==> config.mk <==
export PLATFORM = sky130hd
export DESIGN_NAME = display_scan_ctrl
export DESIGN_NICKNAME = d
export VERILOG_FILES = /design/src/rtl/display_pkg.sv /design/src/rtl/bcd_to_7_seg.sv /design/src/rtl/display_scan_ctrl.sv
export SDC_FILE = /design/constraint.sdc
export NUM_CORES = 1
export LEC_CHECK = 0
export CAP_MARGIN = 30
export CORE_MARGIN = 8
export CORE_UTILIZATION = 35
export DETAILED_ROUTE_END_ITERATION = 6
export PLACE_DENSITY = 0.57
export SYNTH_ARGS = -nofsm -noshare
export SYNTH_HDL_FRONTEND = slang
export SYNTH_SLANG_ARGS = --single-unit
==> constraint.sdc <==
create_clock -name clk -period 3 [get_ports clk]
set_input_delay 0.6 -clock clk [delete_from_list [all_inputs] [get_ports clk]]
set_output_delay 0.6 -clock clk [all_outputs]
set_load 0.05 [all_outputs]
==> src/rtl/display_pkg.sv <==
// Shared constants and scan-state encoding for the seven-segment display scan controller.
package display_pkg;

    localparam logic [6:0] SEG_BLANK  = 7'h7F;
    localparam int         MAX_DIGITS = 8;

    typedef enum logic {
        GUARD = 1'b0,
        DRIVE = 1'b1
    } scan_state_e;

endpackage

==> src/rtl/bcd_to_7_seg.sv <==
// Hex code to active-low seven-segment cathode pattern {g..a} for a common-anode display.
module bcd_to_7_seg
    import display_pkg::*;
(
    input  logic [3:0] code,
    output logic [6:0] seg
);

    // Full hexadecimal glyph table, 0-9 then A b C d E F
    always_comb begin
        seg = SEG_BLANK;
        case (code)
            4'h0:    seg = 7'h40;
            4'h1:    seg = 7'h79;
            4'h2:    seg = 7'h24;
            4'h3:    seg = 7'h30;
            4'h4:    seg = 7'h19;
            4'h5:    seg = 7'h12;
            4'h6:    seg = 7'h02;
            4'h7:    seg = 7'h78;
            4'h8:    seg = 7'h00;
            4'h9:    seg = 7'h10;
            4'hA:    seg = 7'h08;
            4'hB:    seg = 7'h03;
            4'hC:    seg = 7'h46;
            4'hD:    seg = 7'h21;
            4'hE:    seg = 7'h06;
            4'hF:    seg = 7'h0E;
            default: seg = SEG_BLANK;
        endcase
    end

endmodule

==> src/rtl/display_scan_ctrl.sv <==
// Multiplexed seven-segment scan controller with guard time and tear-free shadow/active digit buffers.
// Optional per-digit blinking is compiled in with DISPLAY_BLINK_EN.
module display_scan_ctrl
    import display_pkg::*;
#(
    parameter int CLK_HZ       = 100_000_000,
    parameter int REFRESH_HZ   = 1000,
    parameter int NUM_DIGITS   = 4,
    parameter int GUARD_CYC    = 1000,
    parameter int BLINK_FRAMES = 250
) (
    input  logic                    clk,
    input  logic                    reset,
    input  logic                    load,
    input  logic [4*NUM_DIGITS-1:0] digits_in,
    input  logic [NUM_DIGITS-1:0]   blank_in,
    input  logic [NUM_DIGITS-1:0]   dp_in,
`ifdef DISPLAY_BLINK_EN
    input  logic [NUM_DIGITS-1:0]   blink_in,
`endif
    output logic [NUM_DIGITS-1:0]   an,
    output logic [6:0]              seg,
    output logic                    dp,
    output logic                    frame_done,
    output logic                    load_ack
);

    localparam int SLOT_CYC  = CLK_HZ / (REFRESH_HZ * NUM_DIGITS);
    localparam int DRIVE_CYC = SLOT_CYC - GUARD_CYC;
    localparam int CNT_W     = $clog2(SLOT_CYC + 1);
    localparam int IDX_W     = $clog2(NUM_DIGITS);
    localparam int DW        = 4 * NUM_DIGITS;

    localparam logic [CNT_W-1:0] GUARD_LAST = CNT_W'(GUARD_CYC - 1);
    localparam logic [CNT_W-1:0] DRIVE_LAST = CNT_W'(DRIVE_CYC - 1);
    localparam logic [IDX_W-1:0] DIGIT_LAST = IDX_W'(NUM_DIGITS - 1);

    if (SLOT_CYC < GUARD_CYC + 2) begin : g_bad_slot
        $error("display_scan_ctrl: slot length must exceed guard time by at least 2 cycles");
    end
    if (GUARD_CYC < 1 || NUM_DIGITS < 2 || NUM_DIGITS > MAX_DIGITS || BLINK_FRAMES < 1) begin : g_bad_cfg
        $error("display_scan_ctrl: unsupported GUARD_CYC/NUM_DIGITS/BLINK_FRAMES");
    end

    scan_state_e             state_q, state_d;
    logic [CNT_W-1:0]        cnt_q, cnt_d;
    logic [IDX_W-1:0]        digit_q, digit_d;
    logic [DW-1:0]           sh_digits_q, sh_digits_d, act_digits_q, act_digits_d;
    logic [NUM_DIGITS-1:0]   sh_blank_q, sh_blank_d, act_blank_q, act_blank_d;
    logic [NUM_DIGITS-1:0]   sh_dp_q, sh_dp_d, act_dp_q, act_dp_d;
    logic                    sh_valid_q, sh_valid_d;
    logic [NUM_DIGITS-1:0]   an_q, an_d;
    logic [6:0]              seg_q, seg_d;
    logic                    dp_q, dp_d;
    logic                    frame_done_q, frame_done_d;
    logic                    load_ack_q, load_ack_d;
    logic                    frame_end_s;
    logic                    hide_s;
    logic [3:0]              code_s;
    logic [6:0]              dec_seg_s;

`ifdef DISPLAY_BLINK_EN
    localparam int FC_W = $clog2(BLINK_FRAMES + 1);
    localparam logic [FC_W-1:0] BLINK_LAST = FC_W'(BLINK_FRAMES - 1);

    logic [NUM_DIGITS-1:0]   sh_blink_q, sh_blink_d, act_blink_q, act_blink_d;
    logic [FC_W-1:0]         frame_cnt_q, frame_cnt_d;
    logic                    phase_on_q, phase_on_d;

    // Blink phase: flips every BLINK_FRAMES frame ends, starting in the lit phase
    always_comb begin
        frame_cnt_d = frame_cnt_q;
        phase_on_d  = phase_on_q;
        sh_blink_d  = load ? blink_in : sh_blink_q;
        act_blink_d = (frame_end_s && sh_valid_q) ? sh_blink_q : act_blink_q;
        if (frame_end_s) begin
            if (frame_cnt_q == BLINK_LAST) begin
                frame_cnt_d = {FC_W{1'b0}};
                phase_on_d  = ~phase_on_q;
            end else begin
                frame_cnt_d = frame_cnt_q + FC_W'(1);
            end
        end else begin
            frame_cnt_d = frame_cnt_q;
        end
    end

    // Blink state registers
    always_ff @(posedge clk or posedge reset) begin
        if (reset) begin
            frame_cnt_q <= {FC_W{1'b0}};
            phase_on_q  <= 1'b1;
            sh_blink_q  <= {NUM_DIGITS{1'b0}};
            act_blink_q <= {NUM_DIGITS{1'b0}};
        end else begin
            frame_cnt_q <= frame_cnt_d;
            phase_on_q  <= phase_on_d;
            sh_blink_q  <= sh_blink_d;
            act_blink_q <= act_blink_d;
        end
    end

    assign hide_s = act_blank_q[digit_q] | (~phase_on_q & act_blink_q[digit_q]);
`else
    assign hide_s = act_blank_q[digit_q];
`endif

    assign code_s      = act_digits_q[{digit_q, 2'b00} +: 4];
    assign frame_end_s = (state_q == DRIVE) && (cnt_q == DRIVE_LAST) && (digit_q == DIGIT_LAST);

    bcd_to_7_seg u_dec (
        .code (code_s),
        .seg  (dec_seg_s)
    );

    // Slot sequencing: GUARD then DRIVE for each digit, wrapping the digit index per frame
    always_comb begin
        state_d = state_q;
        cnt_d   = cnt_q + CNT_W'(1);
        digit_d = digit_q;
        case (state_q)
            GUARD: begin
                if (cnt_q == GUARD_LAST) begin
                    state_d = DRIVE;
                    cnt_d   = {CNT_W{1'b0}};
                end else begin
                    state_d = GUARD;
                end
            end
            DRIVE: begin
                if (cnt_q == DRIVE_LAST) begin
                    state_d = GUARD;
                    cnt_d   = {CNT_W{1'b0}};
                    digit_d = (digit_q == DIGIT_LAST) ? {IDX_W{1'b0}} : digit_q + IDX_W'(1);
                end else begin
                    state_d = DRIVE;
                end
            end
            default: begin
                state_d = GUARD;
                cnt_d   = {CNT_W{1'b0}};
                digit_d = {IDX_W{1'b0}};
            end
        endcase
    end

    // Shadow capture and frame-end transfer; the transfer reads pre-edge shadow so a coincident load waits a frame
    always_comb begin
        sh_digits_d  = sh_digits_q;
        sh_blank_d   = sh_blank_q;
        sh_dp_d      = sh_dp_q;
        sh_valid_d   = sh_valid_q;
        act_digits_d = act_digits_q;
        act_blank_d  = act_blank_q;
        act_dp_d     = act_dp_q;
        load_ack_d   = 1'b0;
        frame_done_d = frame_end_s;
        if (frame_end_s && sh_valid_q) begin
            act_digits_d = sh_digits_q;
            act_blank_d  = sh_blank_q;
            act_dp_d     = sh_dp_q;
            load_ack_d   = 1'b1;
            sh_valid_d   = 1'b0;
        end else begin
            load_ack_d   = 1'b0;
        end
        if (load) begin
            sh_digits_d = digits_in;
            sh_blank_d  = blank_in;
            sh_dp_d     = dp_in;
            sh_valid_d  = 1'b1;
        end else begin
            sh_digits_d = sh_digits_q;
        end
    end

    // Pin values for the current slot; dark during guard time or when the digit is hidden
    always_comb begin
        an_d  = {NUM_DIGITS{1'b1}};
        seg_d = SEG_BLANK;
        dp_d  = 1'b1;
        if ((state_q == DRIVE) && !hide_s) begin
            an_d[digit_q] = 1'b0;
            seg_d         = dec_seg_s;
            dp_d          = ~act_dp_q[digit_q];
        end else begin
            dp_d          = 1'b1;
        end
    end

    // State, buffers and registered pins
    always_ff @(posedge clk or posedge reset) begin
        if (reset) begin
            state_q      <= GUARD;
            cnt_q        <= {CNT_W{1'b0}};
            digit_q      <= {IDX_W{1'b0}};
            sh_digits_q  <= {DW{1'b0}};
            sh_blank_q   <= {NUM_DIGITS{1'b0}};
            sh_dp_q      <= {NUM_DIGITS{1'b0}};
            sh_valid_q   <= 1'b0;
            act_digits_q <= {DW{1'b0}};
            act_blank_q  <= {NUM_DIGITS{1'b1}};
            act_dp_q     <= {NUM_DIGITS{1'b0}};
            an_q         <= {NUM_DIGITS{1'b1}};
            seg_q        <= SEG_BLANK;
            dp_q         <= 1'b1;
            frame_done_q <= 1'b0;
            load_ack_q   <= 1'b0;
        end else begin
            state_q      <= state_d;
            cnt_q        <= cnt_d;
            digit_q      <= digit_d;
            sh_digits_q  <= sh_digits_d;
            sh_blank_q   <= sh_blank_d;
            sh_dp_q      <= sh_dp_d;
            sh_valid_q   <= sh_valid_d;
            act_digits_q <= act_digits_d;
            act_blank_q  <= act_blank_d;
            act_dp_q     <= act_dp_d;
            an_q         <= an_d;
            seg_q        <= seg_d;
            dp_q         <= dp_d;
            frame_done_q <= frame_done_d;
            load_ack_q   <= load_ack_d;
        end
    end

    assign an         = an_q;
    assign seg        = seg_q;
    assign dp         = dp_q;
    assign frame_done = frame_done_q;
    assign load_ack   = load_ack_q;

endmodule

==> impl_metrics.env <==
export IMPL_status="finished, final reports clean"
export IMPL_worstMarginPinSlew_ns=0.5552
export IMPL_hold_viol=0
export IMPL_final_cell_area_um2=4345
export IMPL_syn_nets=304
export IMPL_reg2reg_depth=5
export IMPL_switching_power_w=0.0004775
export IMPL_grt_pass1_vias=2205
export IMPL_power_frac_comb=0.048
export IMPL_die_h_um=117.2
export IMPL_finalWirelength_um=6388
export IMPL_async_reset_ff_frac=1.000
export IMPL_multi_input_area_um2=1438
export IMPL_stdcell_count=451
export IMPL_grt_use_total=0.1021
export IMPL_holdPathStages=1
export IMPL_rsz0062_at_grt="no"
export IMPL_clkTransAtPathRegs_ns=0.09
export IMPL_seqPwrFrac=0.556
export IMPL_core_um2=10140
export IMPL_drive_gt1_frac=0.3175
export IMPL_row_count=37
export IMPL_synth_area_top_cells="dfrtp_1, mux2_2, dfstp_2"
export IMPL_die_w_um=117.2
export IMPL_num_fill_cells=957
export IMPL_vdd_drop_max_mv=0.2202
export IMPL_tns_ns=0
export IMPL_critPathRequiredTime_ns=3.24
export IMPL_gp_congestion=0.8609
export IMPL_cts_root_buf="clkbuf_8"
export IMPL_nNetsFinal=348
export IMPL_n_antenna_cell=0
export IMPL_seq_area_um2=2047
export IMPL_cp_end_kind="flop"
export IMPL_antenna_left=0
export IMPL_cp_max_fo=24
export IMPL_post_cts_buffers=0
export IMPL_yosysTopAreaCellShare=0.4539
export IMPL_numCtsBuffers=9
export IMPL_vias=2155
export IMPL_ys_seq_area_frac=0.5712
export IMPL_placedInstanceArea_um2=4143
export IMPL_cts_tree="yes"
export IMPL_grt_pass1_wl_um=10760
export IMPL_hp_class="reg2reg"
export IMPL_ctsHoldBuffers=0
export IMPL_slew_viol_final=0
export IMPL_clock_sinks=81
export IMPL_cp_arrival_ns=2.87
export IMPL_synth_area_um2=3583
export IMPL_grt_overflow_total=0
export IMPL_intPower_w=0.001577
export IMPL_first_pass_iters=4
export IMPL_clock_skew_ns=0.008585
export IMPL_synth_cells=266
export IMPL_yosys_area_top_type="dfrtp_1"
export IMPL_clkLatencyLatePin_ns=0.36
export IMPL_clk_path_buf_depth=2
export IMPL_p_clk_frac=0.395
export IMPL_dp_slack_ns=0.3867
export IMPL_drtIter0Drc=78
export IMPL_fin_ws_ns=0.3741
export IMPL_start_kind="flop"
export IMPL_powerDensity_nw_per_um2=472.9
export IMPL_grt_max_degree=64
export IMPL_synth_edf_count=0
export IMPL_synthToLayoutAreaGrowth_pct=21.26
export IMPL_setup_viol=0
export IMPL_viasPerCell=4.778
export IMPL_port_buffers=40
export IMPL_ys_warn_count=0
export IMPL_cts_max_level=3
export IMPL_floorplan_initialDensity=0.3534
export IMPL_ys_ff_latch=81
export IMPL_drt_wirelength_per_cell_um=14.16
export IMPL_hpwl_um=4506
export IMPL_crit_type="reg2reg"
export IMPL_swShare=0.2324
export IMPL_p_leak_nw=1.829
export IMPL_fmax_mhz=380.8
export IMPL_yosysUniqueCellTypes=35
export IMPL_antenna_found_initial=0
export IMPL_drc=0
export IMPL_ys_flop_type="dfrtp_1"
export IMPL_max_slew_margin=0.6298
export IMPL_finalPower_w=0.002055
export IMPL_maxCapViolations=0
export IMPL_avgSynthCellArea_um2=13.47
export IMPL_post_place_cells=435
export IMPL_die_area_um2=13730
export IMPL_min_period_over_period=0.8753
export IMPL_cts_resized=0
export IMPL_pin_count=41
export IMPL_fin_crit_ns=2.626
[critical path, stage by stage, from the launching register on]
cell and delay [ns]:
dfrtp_1 0.44, or4b_4 0.56, or4_4 0.53, nor4_4 0.25, buf_4 0.34, mux2_2 0.38
[cell type report]
type,count,share of cell area
multi-input combinational,163,0.3308
clock buffer,9,0.02851
timing repair buffer,45,0.1037
tap,136,0.03916
inverter,10,0.008638
clock inverter,7,0.01814
sequential,81,0.4711
[cell families after synthesis]
logic type               count (synthesis)  synth area share
AO/OA/AOI/OAI                           11           0.02095
XOR/XNOR                                13           0.03177
adder cells (fa/ha/maj)                 11           0.03841
buffers and inverters                   22           0.02759
flip-flops                              81            0.5712
multiplexers                            61            0.2095
AND/OR/NAND/NOR                         67            0.1006
[flip-flops by register name, summed over array words and instances (netlist names)]
register,count
act_blank_q,4
act_digits_q,16
act_dp_q,4
an,4
cnt_q,15
digit_q,2
dp,1
frame_done,1
load_ack,1
seg,7
sh_blank_q,4
sh_digits_q,16
sh_dp_q,4
sh_valid_q,1
state_q,1
[layout by cell type, fill, tap and decap left out, types with 2 or more instances in the layout]
cell,count
and3_1,4
buf_4,4
clkbuf_8,9
clkdlybuf4s50_1,40
clkinvlp_4,3
dfrtp_1,65
dfstp_2,16
ha_1,11
inv_1,9
inv_6,2
mux2_2,52
mux2i_1,3
mux4_2,6
nand2_1,14
nand2b_1,2
nand3_1,8
nand4_1,6
nor2_1,18
nor3_1,2
nor4_1,8
o211ai_1,2
o21ai_0,2
xnor2_1,10
xor2_1,3
[synth_stat cells, types with 6 or more instances]
| cell type | count |
|---|---|
| nor4_1 | 8 |
| xnor2_1 | 10 |
| nand2_1 | 14 |
| inv_1 | 10 |
| ha_1 | 11 |
| nand3_1 | 8 |
| nand4_1 | 6 |
| dfstp_2 | 16 |
| clkbuf_1 | 7 |
| mux2_2 | 52 |
| mux4_2 | 6 |
| nor2_1 | 18 |
| dfrtp_1 | 65 |
[per-stage QoR]
step	util	hold slack, ns
6_report	0.4286	0.4663
3_3_place_gp	0.4086	0.4522
5_1_grt	0.4286	0.4854
3_5_place_dp	0.4086	0.4595
2_1_floorplan	-	0.4329
4_1_cts	0.4286	0.4703
[final timing paths]
check | startpoint | slack [ns] | endpoint
setup / recovery | cnt_q[6] | 0.37 | act_digits_q[6]
hold / removal | cnt_q[0] | 0.47 | cnt_q[0]
setup reg to reg | cnt_q[6] | 0.37 | act_digits_q[6]
hold reg to reg | cnt_q[0] | 0.47 | cnt_q[0]
max in group asynchronous | reset | 1.75 | seg[4]
min in group asynchronous | reset | 0.55 | cnt_q[13]
[power by group through the flow]
stage,Sequential [W],Combinational [W],Clock (W)
2_1_floorplan,0.00115,0.0000552,0
3_3_place_gp,0.00116,0.000101,0
3_5_place_dp,0.00117,0.000103,0
4_1_cts,0.00114,0.000103,0.000839
5_1_grt,0.00115,0.000112,0.000883
6_report,0.00114,0.0000995,0.000812
[metal layers]
metal	share of wire	wire [um]	global-route usage	vias up
li1	-	-	-	1032
met1	0.49	3121	0.1391	1073
met2	0.44	2819	0.1443	42
met3	0.054	348	0.03284	8
met4	0.015	98	0.04608	0
met5	0	0	0	-
(Power assumes the default switching activity.)
